## src/rtl/carry_select_serial_adder_pkg.sv

```systemverilog
// Shared definitions for the nibble-serial carry-select adder.
// Contents: slice width, FSM state encoding and the slice-index width helper.
package carry_select_serial_adder_pkg;

   localparam int SLICE_W = 4;

   localparam logic [1:0] ST_IDLE = 2'd0;
   localparam logic [1:0] ST_RUN  = 2'd1;
   localparam logic [1:0] ST_DONE = 2'd2;

   typedef enum logic [1:0] {
      S_IDLE = ST_IDLE,
      S_RUN  = ST_RUN,
      S_DONE = ST_DONE
   } state_t;

   // Slice index width: clog2 of the slice count, never less than one bit.
   function automatic int idx_width(input int nibbles);
      int w;
      if (nibbles > 1) begin
         w = $clog2(nibbles);
      end else begin
         w = 1;
      end
      return w;
   endfunction

endpackage

```

## src/rtl/carry_select_serial_adder_if.sv

```systemverilog
// Operand/result handshake bundle for carry_select_serial_adder.
// Signals: in_valid/in_ready/a/b/cin (operand side),
//          out_valid/out_ready/sum/cout (result side).
// Modports: slave = the adder, master = the driver/consumer around it.
interface carry_select_serial_adder_if #(
   parameter int WIDTH = 16
);
   logic             in_valid;
   logic             in_ready;
   logic [WIDTH-1:0] a;
   logic [WIDTH-1:0] b;
   logic             cin;
   logic             out_valid;
   logic             out_ready;
   logic [WIDTH-1:0] sum;
   logic             cout;

   modport slave (
      input  in_valid, a, b, cin, out_ready,
      output in_ready, out_valid, sum, cout
   );

   modport master (
      output in_valid, a, b, cin, out_ready,
      input  in_ready, out_valid, sum, cout
   );
endinterface

```

## src/rtl/carry_select_serial_adder_dual.sv

```systemverilog
// dual_ripple_adder_4bit: adds one 4-bit slice twice in parallel, once
// assuming carry-in 0 and once assuming carry-in 1.
// Ports: a, b (slice operands); cin0/sum0 (carry-in 0 result);
//        cin1/sum1 (carry-in 1 result). Output names line up with the
//        multiplexer_10to5 input ports.
module dual_ripple_adder_4bit
   import carry_select_serial_adder_pkg::*;
(
   input  logic [SLICE_W-1:0] a,
   input  logic [SLICE_W-1:0] b,
   output logic               cin0,
   output logic [SLICE_W-1:0] sum0,
   output logic               cin1,
   output logic [SLICE_W-1:0] sum1
);

   // Both speculative sums; the carry out is the fifth bit of each.
   always_comb begin
      {cin0, sum0} = {1'b0, a} + {1'b0, b};
      {cin1, sum1} = {1'b0, a} + {1'b0, b} + 5'd1;
   end

endmodule

```

## src/rtl/multiplexer_10to5.sv

```systemverilog
// multiplexer_10to5: carry-select stage. Picks one of two 5-bit
// {carry, sum} candidates.
// Ports: sel (0 -> cin0/sum0, 1 -> cin1/sum1); cout/sum (selected result).
module multiplexer_10to5 (
   input  logic       sel,
   input  logic       cin0,
   input  logic [3:0] sum0,
   input  logic       cin1,
   input  logic [3:0] sum1,
   output logic       cout,
   output logic [3:0] sum
);

   // Select the candidate matching the real incoming carry.
   always_comb begin
      if (sel) begin
         {cout, sum} = {cin1, sum1};
      end else begin
         {cout, sum} = {cin0, sum0};
      end
   end

endmodule

```

## src/rtl/carry_select_serial_adder.sv

```systemverilog
// carry_select_serial_adder: nibble-serial adder. One 4-bit slice per
// cycle is added both ways (carry-in 0/1); the registered carry selects
// the real result. A WIDTH-bit add takes WIDTH/4 cycles in RUN.
// Ports: clk, rst (synchronous, active-high);
//        bus (slave modport): in_valid/in_ready/a/b/cin operand handshake,
//        out_valid/out_ready/sum/cout result handshake.
module carry_select_serial_adder
   import carry_select_serial_adder_pkg::*;
#(
   parameter int WIDTH = 16
) (
   input  logic                   clk,
   input  logic                   rst,
   carry_select_serial_adder_if.slave bus
);

   localparam int               NIBBLES  = WIDTH / SLICE_W;
   localparam int               IDX_W    = idx_width(NIBBLES);
   localparam logic [IDX_W-1:0] LAST_IDX = IDX_W'(NIBBLES - 1);
   localparam logic [WIDTH-1:0] NIB_MASK = WIDTH'(4'hF);

   state_t             state_r;
   state_t             state_nx_s;
   logic [IDX_W-1:0]   idx_r;
   logic               carry_r;
   logic [WIDTH-1:0]   a_r;
   logic [WIDTH-1:0]   b_r;
   logic [WIDTH-1:0]   sum_r;
   logic               cout_r;

   logic [31:0]        shamt_s;
   logic [SLICE_W-1:0] a_nib_s;
   logic [SLICE_W-1:0] b_nib_s;
   logic [SLICE_W-1:0] sum0_s;
   logic [SLICE_W-1:0] sum1_s;
   logic [SLICE_W-1:0] sel_sum_s;
   logic               c0_s;
   logic               c1_s;
   logic               sel_c_s;
   logic               last_s;

   // Current slice extraction; shifting avoids a wide variable index.
   always_comb begin
      shamt_s = 32'(idx_r) * SLICE_W;
      a_nib_s = SLICE_W'(a_r >> shamt_s);
      b_nib_s = SLICE_W'(b_r >> shamt_s);
      last_s  = (idx_r == LAST_IDX);
   end

   dual_ripple_adder_4bit u_dual (
      .a    (a_nib_s),
      .b    (b_nib_s),
      .cin0 (c0_s),
      .sum0 (sum0_s),
      .cin1 (c1_s),
      .sum1 (sum1_s)
   );

   multiplexer_10to5 u_mux (
      .sel  (carry_r),
      .cin0 (c0_s),
      .sum0 (sum0_s),
      .cin1 (c1_s),
      .sum1 (sum1_s),
      .cout (sel_c_s),
      .sum  (sel_sum_s)
   );

   // FSM state register.
   always_ff @(posedge clk) begin
      if (rst) begin
         state_r <= S_IDLE;
      end else begin
         state_r <= state_nx_s;
      end
   end

   // FSM next-state decode.
   always_comb begin
      state_nx_s = state_r;
      case (state_r)
         S_IDLE: begin
            if (bus.in_valid) state_nx_s = S_RUN;
            else              state_nx_s = S_IDLE;
         end
         S_RUN: begin
            if (last_s) state_nx_s = S_DONE;
            else        state_nx_s = S_RUN;
         end
         S_DONE: begin
            if (bus.out_ready) state_nx_s = S_IDLE;
            else               state_nx_s = S_DONE;
         end
         default: state_nx_s = S_IDLE;
      endcase
   end

   // Operand capture, per-slice sum/carry update and final carry out.
   always_ff @(posedge clk) begin
      if (rst) begin
         idx_r   <= '0;
         carry_r <= 1'b0;
         a_r     <= '0;
         b_r     <= '0;
         sum_r   <= '0;
         cout_r  <= 1'b0;
      end else begin
         case (state_r)
            S_IDLE: begin
               if (bus.in_valid) begin
                  a_r     <= bus.a;
                  b_r     <= bus.b;
                  carry_r <= bus.cin;
                  idx_r   <= '0;
               end
            end
            S_RUN: begin
               sum_r   <= (sum_r & ~(NIB_MASK << shamt_s))
                        | (WIDTH'(sel_sum_s) << shamt_s);
               carry_r <= sel_c_s;
               if (last_s) begin
                  cout_r <= sel_c_s;
               end else begin
                  idx_r  <= idx_r + IDX_W'(1);
               end
            end
            default: begin
               idx_r <= idx_r;
            end
         endcase
      end
   end

   assign bus.in_ready  = (state_r == S_IDLE);
   assign bus.out_valid = (state_r == S_DONE);
   assign bus.sum       = sum_r;
   assign bus.cout      = cout_r;

endmodule

```

## src/flat_wrapper.sv

```systemverilog
// flat-port wrapper written by rule: the top's interface ports become plain ports
module carry_select_serial_adder_flat import carry_select_serial_adder_pkg::*;
#(
   parameter int WIDTH = 16
)
  (clk, rst, bus_in_valid, bus_a, bus_b, bus_cin, bus_out_ready, bus_in_ready, bus_out_valid, bus_sum, bus_cout);
  carry_select_serial_adder_if #(.WIDTH(WIDTH)) bus_i ();
  input  logic clk;
  input  logic rst;
  input wire logic [$bits(bus_i.in_valid)-1:0] bus_in_valid;
  input wire logic [$bits(bus_i.a)-1:0] bus_a;
  input wire logic [$bits(bus_i.b)-1:0] bus_b;
  input wire logic [$bits(bus_i.cin)-1:0] bus_cin;
  input wire logic [$bits(bus_i.out_ready)-1:0] bus_out_ready;
  output wire logic [$bits(bus_i.in_ready)-1:0] bus_in_ready;
  output wire logic [$bits(bus_i.out_valid)-1:0] bus_out_valid;
  output wire logic [$bits(bus_i.sum)-1:0] bus_sum;
  output wire logic [$bits(bus_i.cout)-1:0] bus_cout;
  assign bus_i.in_valid = bus_in_valid;
  assign bus_i.a = bus_a;
  assign bus_i.b = bus_b;
  assign bus_i.cin = bus_cin;
  assign bus_i.out_ready = bus_out_ready;
  assign bus_in_ready = bus_i.in_ready;
  assign bus_out_valid = bus_i.out_valid;
  assign bus_sum = bus_i.sum;
  assign bus_cout = bus_i.cout;
  carry_select_serial_adder #(.WIDTH(WIDTH)) u_core (.clk(clk), .rst(rst), .bus(bus_i));
endmodule
```

## config.mk

```make
export PLATFORM = sky130hd
export DESIGN_NAME = carry_select_serial_adder_flat
export DESIGN_NICKNAME = d
export VERILOG_FILES = /design/src/rtl/carry_select_serial_adder_pkg.sv /design/src/rtl/carry_select_serial_adder_if.sv /design/src/rtl/carry_select_serial_adder_dual.sv /design/src/rtl/multiplexer_10to5.sv /design/src/rtl/carry_select_serial_adder.sv /design/src/flat_wrapper.sv
export SDC_FILE = /design/constraint.sdc
export NUM_CORES = 1
export LEC_CHECK = 0
export ABC_AREA = 1
export BUFFER_PORTS_ARGS = -buffer_cell sky130_fd_sc_hd__buf_2
export CELL_PAD_IN_SITES_DETAIL_PLACEMENT = 0
export CELL_PAD_IN_SITES_GLOBAL_PLACEMENT = 1
export CORE_AREA = 2 2 87 89
export DETAILED_ROUTE_END_ITERATION = 8
export DIE_AREA = 0 0 89 91
export PLACE_DENSITY = 0.88
export REMOVE_ABC_BUFFERS = 1
export SETUP_SLACK_MARGIN = 0.05
export SYNTH_ARGS = -nofsm -noshare
export SYNTH_HDL_FRONTEND = slang
export SYNTH_HIERARCHICAL = 1
export SYNTH_SLANG_ARGS = --single-unit
```

## constraint.sdc

```tcl
create_clock -name clk -period 2.9 [get_ports clk]
set_clock_uncertainty 0.1 [all_clocks]
set_input_delay 0.145 -clock clk [delete_from_list [all_inputs] [get_ports clk]]
set_output_delay 0.145 -clock clk [all_outputs]
set_load 0.01 [all_outputs]
```

==> reports/results.env <==
VDD_DROP_MAX_V=0.0002375
HPWL_UM=4209
DOMINANTREGCELLSYNTH='sky130_fd_sc_hd__dfxtp_1'
FINISH.UTILIZATION_PCT=47.79
CRITICAL_PATH_PEAK_FANOUT=16
CPMAXSTAGEDELAYCELL='sky130_fd_sc_hd__fa_1'
OVERFLOW=0
CRIT_TYPE='reg -> reg'
TYPE_OF_DESTINATION_OF_THE_CRITICAL_PATH='flip-flop'
WORSTPATHBUFFERINVERTERCOUNT=2
SYNTH-WARNING-COUNT=6
YS_ASYNC_SR_FRACTION_PCT=0
SYNTH-EDFF-COUNT=0
POST-PLACE-CELLS=520
CRITICAL-PATH-TOP-DELAY-FAMILY='adder cells'
1ST_PASS_ROUTER_ITERATIONS=4
HOLDCRITSTARTPOINT='bus_b[8]'
TIMING.SLEW.HEADROOM_PCT=42.89
SYNTH_SEQ_AREA_SHARE_PCT=41.03
STARTPOINT='u_core/idx_r[0]'
HOLD_CLASS='in -> reg'
TOTAL_COUNT_OF_MAX_TRANSITION_VIOLATIONS_IN_THE_FINAL_REPORT=0
POWER_DENSITY_mW_PER_MM2=537.9
PLACEMENT.IO_BUFFERS=55
CAP_VIOLATIONS=0
REMAINING_DRC_ERRORS=0
WORST-ENDPOINT-REQUIRED_NS=3.01
YS_SEQ_ELEMENTS=54
PLACED_CELL_AREA_MM2=0.002963
TOTAL_POWER_mW=1.835
FINALNONFILLERCELLS=561
R2R-START='u_core/idx_r[0]'
FINAL_NETS=508
POST_SYNTH.CELL_AREA_AVG_UM2=6.971
SYNTH.DISTINCT_CELLS=26
CORE-AREA_MM2=0.007137
MOSTFREQUENTLAYOUTCELLS='99 x sky130_fd_sc_hd__nor2_1, 70 x sky130_fd_sc_hd__nand2_1, 55 x sky130_fd_sc_hd__buf_2, 52 x sky130_fd_sc_hd__dfxtp_1, 42 x sky130_fd_sc_hd__o21ai_0'
REPORT.FINAL.HOLD_VIOL_COUNT=0
WORST_SLEW_PIN_SLEW_NS=0.8557
FP-ROW-COUNT=31
GRT_PASS1_WL_UM=10240
AREAGROWTHSYNTHTOFINISH_PCT=29.44
DIE-WIDTH_UM=89
ARRIVAL_NS=2.78
CTS.PATH.MAX_BUFFERS=2
TRITONCTS.NUM_BUFFERS=5
DRT_ITER0_DRC=71
DR_TOTAL_VIAS=2589
FIRST_GLOBAL_VIAS=2410
TRITONCTS='yes'
CLK_LATENCY_NS=0.32
FINAL.HOLD.WORST_SLACK_NS=0.007110
GLOBAL_ROUTE.USAGE.TOTAL_PCT=15.53
DETAIL_ROUTE.VIAS_PER_CELL=4.615
LAYOUT-DRIVE-GT1-SHARE_PCT=20.35
FINALWORSTPATHREQUIREDPERIOD_NS=2.671
UNREPAIRED_SETUP_ENDPOINTS_AFTER_GLOBAL_ROUTING='true'
NETLIST_AREA_PRE_PLACE_MM2=0.002635
FP.DIEAREA_MM2=0.008099
CPPEAKSTAGEDELAY_NS=0.56
SETUP_VIOL=0
MAX_CLOCK_FREQ_MHz=374.4
MOSTFREQUENTLAYOUTCELL='sky130_fd_sc_hd__nor2_1'
WORST_PATH_MOST_REPEATED_CELL='sky130_fd_sc_hd__nand2_1'
NUM_IO_PINS=56
DIODES=0
R2R_SETUP_SLACK_NS=0.23
WIRELENGTH_UM=5996
POST_SYNTHESIS_CELL_COUNT=378
FP.DIEH_UM=91
FILLERS=775
DRT.ANTENNA.VIOLATING_NETS=0
TRITONCTS_NUM_SINKS=54
CLOCKROOTBUFFER='sky130_fd_sc_hd__clkbuf_8'
ANTENNA_FOUND_INITIAL=0
LAYOUT.CELL_AREA.NON_FILLER_MM2=0.003411
NUMBER_OF_LEVELS_THE_H_TREE_WAS_SPLIT_INTO=2
STATUS='complete, no violations'
GP_ROUTABILITY_CONGESTION=0.7943
CLK_PIN_SLEW_NS=0.10
INITIAL_CORE_UTIL_PCT=36.92
MAXIMUM_NUMBER_OF_PINS_ON_ONE_NET_BEFORE_GLOBAL_ROUTE_REPAIR=37
FINAL_CRITICAL_PATH_SHARE_OF_THE_CLOCK_PERIOD_PCT=92.09
START_KIND='flip-flop'
LEAKAGEPOWER_nW=1.566
CP_CELL_SEQUENCE='buf_8, o21ai_1, o22ai_1, ha_2, fa_1, ha_2, inv_1, nor2_4, nand3_1, nand2_1, nand2_1, nand2_1, nand2_1, o21ai_1, nor2_1'
WL_PER_CELL_UM=10.69
## routing by layer
metal	share of wire [%]	global-route usage, %
met1	47	19.37
met2	47	26.87
met3	4.7	2.818
met4	1.3	4.478
met5	0	0
## path summary, 6_finish.rpt
| path | endpoint | cells past startpoint |
|---|---|---|
| setup / recovery | u_core/carry_r | 15 |
| hold / removal | u_core/b_r[8] | 3 |
| setup reg to reg | u_core/carry_r | 15 |
| hold reg to reg | u_core/bus.sum[8] | 2 |
## sequential cells by signal, indices dropped and copies added (netlist names)
signal and flops:
u_core/b_r 16, u_core/state_r 2, u_core/a_r 16, u_core/idx_r 2, u_core/carry_r 1, u_core/bus.cout 1, u_core/bus.sum 16
## worst reg2reg max path, stage by stage (launching register included)
cell and delay (ns):
sky130_fd_sc_hd__dfxtp_4 0.37, sky130_fd_sc_hd__buf_8 0.14, sky130_fd_sc_hd__o21ai_1 0.12, sky130_fd_sc_hd__o22ai_1 0.12
sky130_fd_sc_hd__ha_2 0.22, sky130_fd_sc_hd__fa_1 0.56, sky130_fd_sc_hd__ha_2 0.19, sky130_fd_sc_hd__inv_1 0.06
sky130_fd_sc_hd__nor2_4 0.12, sky130_fd_sc_hd__nand3_1 0.09, sky130_fd_sc_hd__nand2_1 0.06, sky130_fd_sc_hd__nand2_1 0.04
sky130_fd_sc_hd__nand2_1 0.05, sky130_fd_sc_hd__nand2_1 0.08, sky130_fd_sc_hd__o21ai_1 0.15, sky130_fd_sc_hd__nor2_1 0.07
## layout make-up
| class | instances | area (um^2) | share of cell area (%) |
|---|---|---|---|
| inverter | 27 | 103.9 | 3.045 |
| clock inverter | 2 | 16.27 | 0.4769 |
| sequential | 54 | 1086 | 31.84 |
| tap | 99 | 123.9 | 3.632 |
| timing repair buffer | 92 | 641.9 | 18.82 |
| multi-input combinational | 281 | 1356 | 39.77 |
| clock buffer | 6 | 82.58 | 2.421 |
## power by group
part	leakage [nW]	switching, mW	internal, mW
clock	0.0478	0.263	0.197
combinational	1.07	0.320	0.225
sequential	0.445	0.0333	0.796
total	1.57	0.616	1.22
## synth_stat cells, types with 2 or more instances
library cell | number | share of area (%)
sky130_fd_sc_hd__inv_1 | 21 | 3.0
sky130_fd_sc_hd__nand2_4 | 3 | 1.3
sky130_fd_sc_hd__nand2_1 | 70 | 10
sky130_fd_sc_hd__nor2_1 | 99 | 14
sky130_fd_sc_hd__clkbuf_2 | 4 | 0.76
sky130_fd_sc_hd__clkbuf_1 | 5 | 0.71
sky130_fd_sc_hd__ha_1 | 9 | 4.3
sky130_fd_sc_hd__nand2_2 | 4 | 0.95
sky130_fd_sc_hd__o21ai_1 | 5 | 0.95
sky130_fd_sc_hd__a21oi_1 | 20 | 3.8
sky130_fd_sc_hd__inv_2 | 5 | 0.71
sky130_fd_sc_hd__buf_2 | 2 | 0.38
sky130_fd_sc_hd__o21ai_0 | 46 | 8.7
sky130_fd_sc_hd__dfxtp_1 | 54 | 41
sky130_fd_sc_hd__nor2_4 | 4 | 1.7
sky130_fd_sc_hd__nand3_1 | 7 | 1.3
sky130_fd_sc_hd__o22ai_1 | 8 | 1.9
sky130_fd_sc_hd__buf_6 | 4 | 1.7
## timing repair
item                                   CTS  global route
setup buffers                            0             2
setup endpoints to repair                0            10
endpoints found under the hold margin   31             0
gates resized for setup                  0            15
hold buffers                            31             0
## per-stage QoR
step / worst slack [ns] / setup TNS [ns]
5_1_grt: 0.03930 / 0
4_1_cts: 0.1370 / 0
3_5_place_dp: 0.1583 / 0
6_report: 0.2292 / 0
3_3_place_gp: 0.1793 / 0
2_1_floorplan: -0.05521 / -0.1229
## cell families after synthesis
family,Yosys count,synth area share [%]
AO/OA/AOI/OAI,81,16.05
adder cells (fa/ha/maj),10,5.033
buffers and inverters,43,7.693
flip-flops,54,41.03
AND/OR/NAND/NOR,190,30.20
Power figures use the tool's default switching activity.
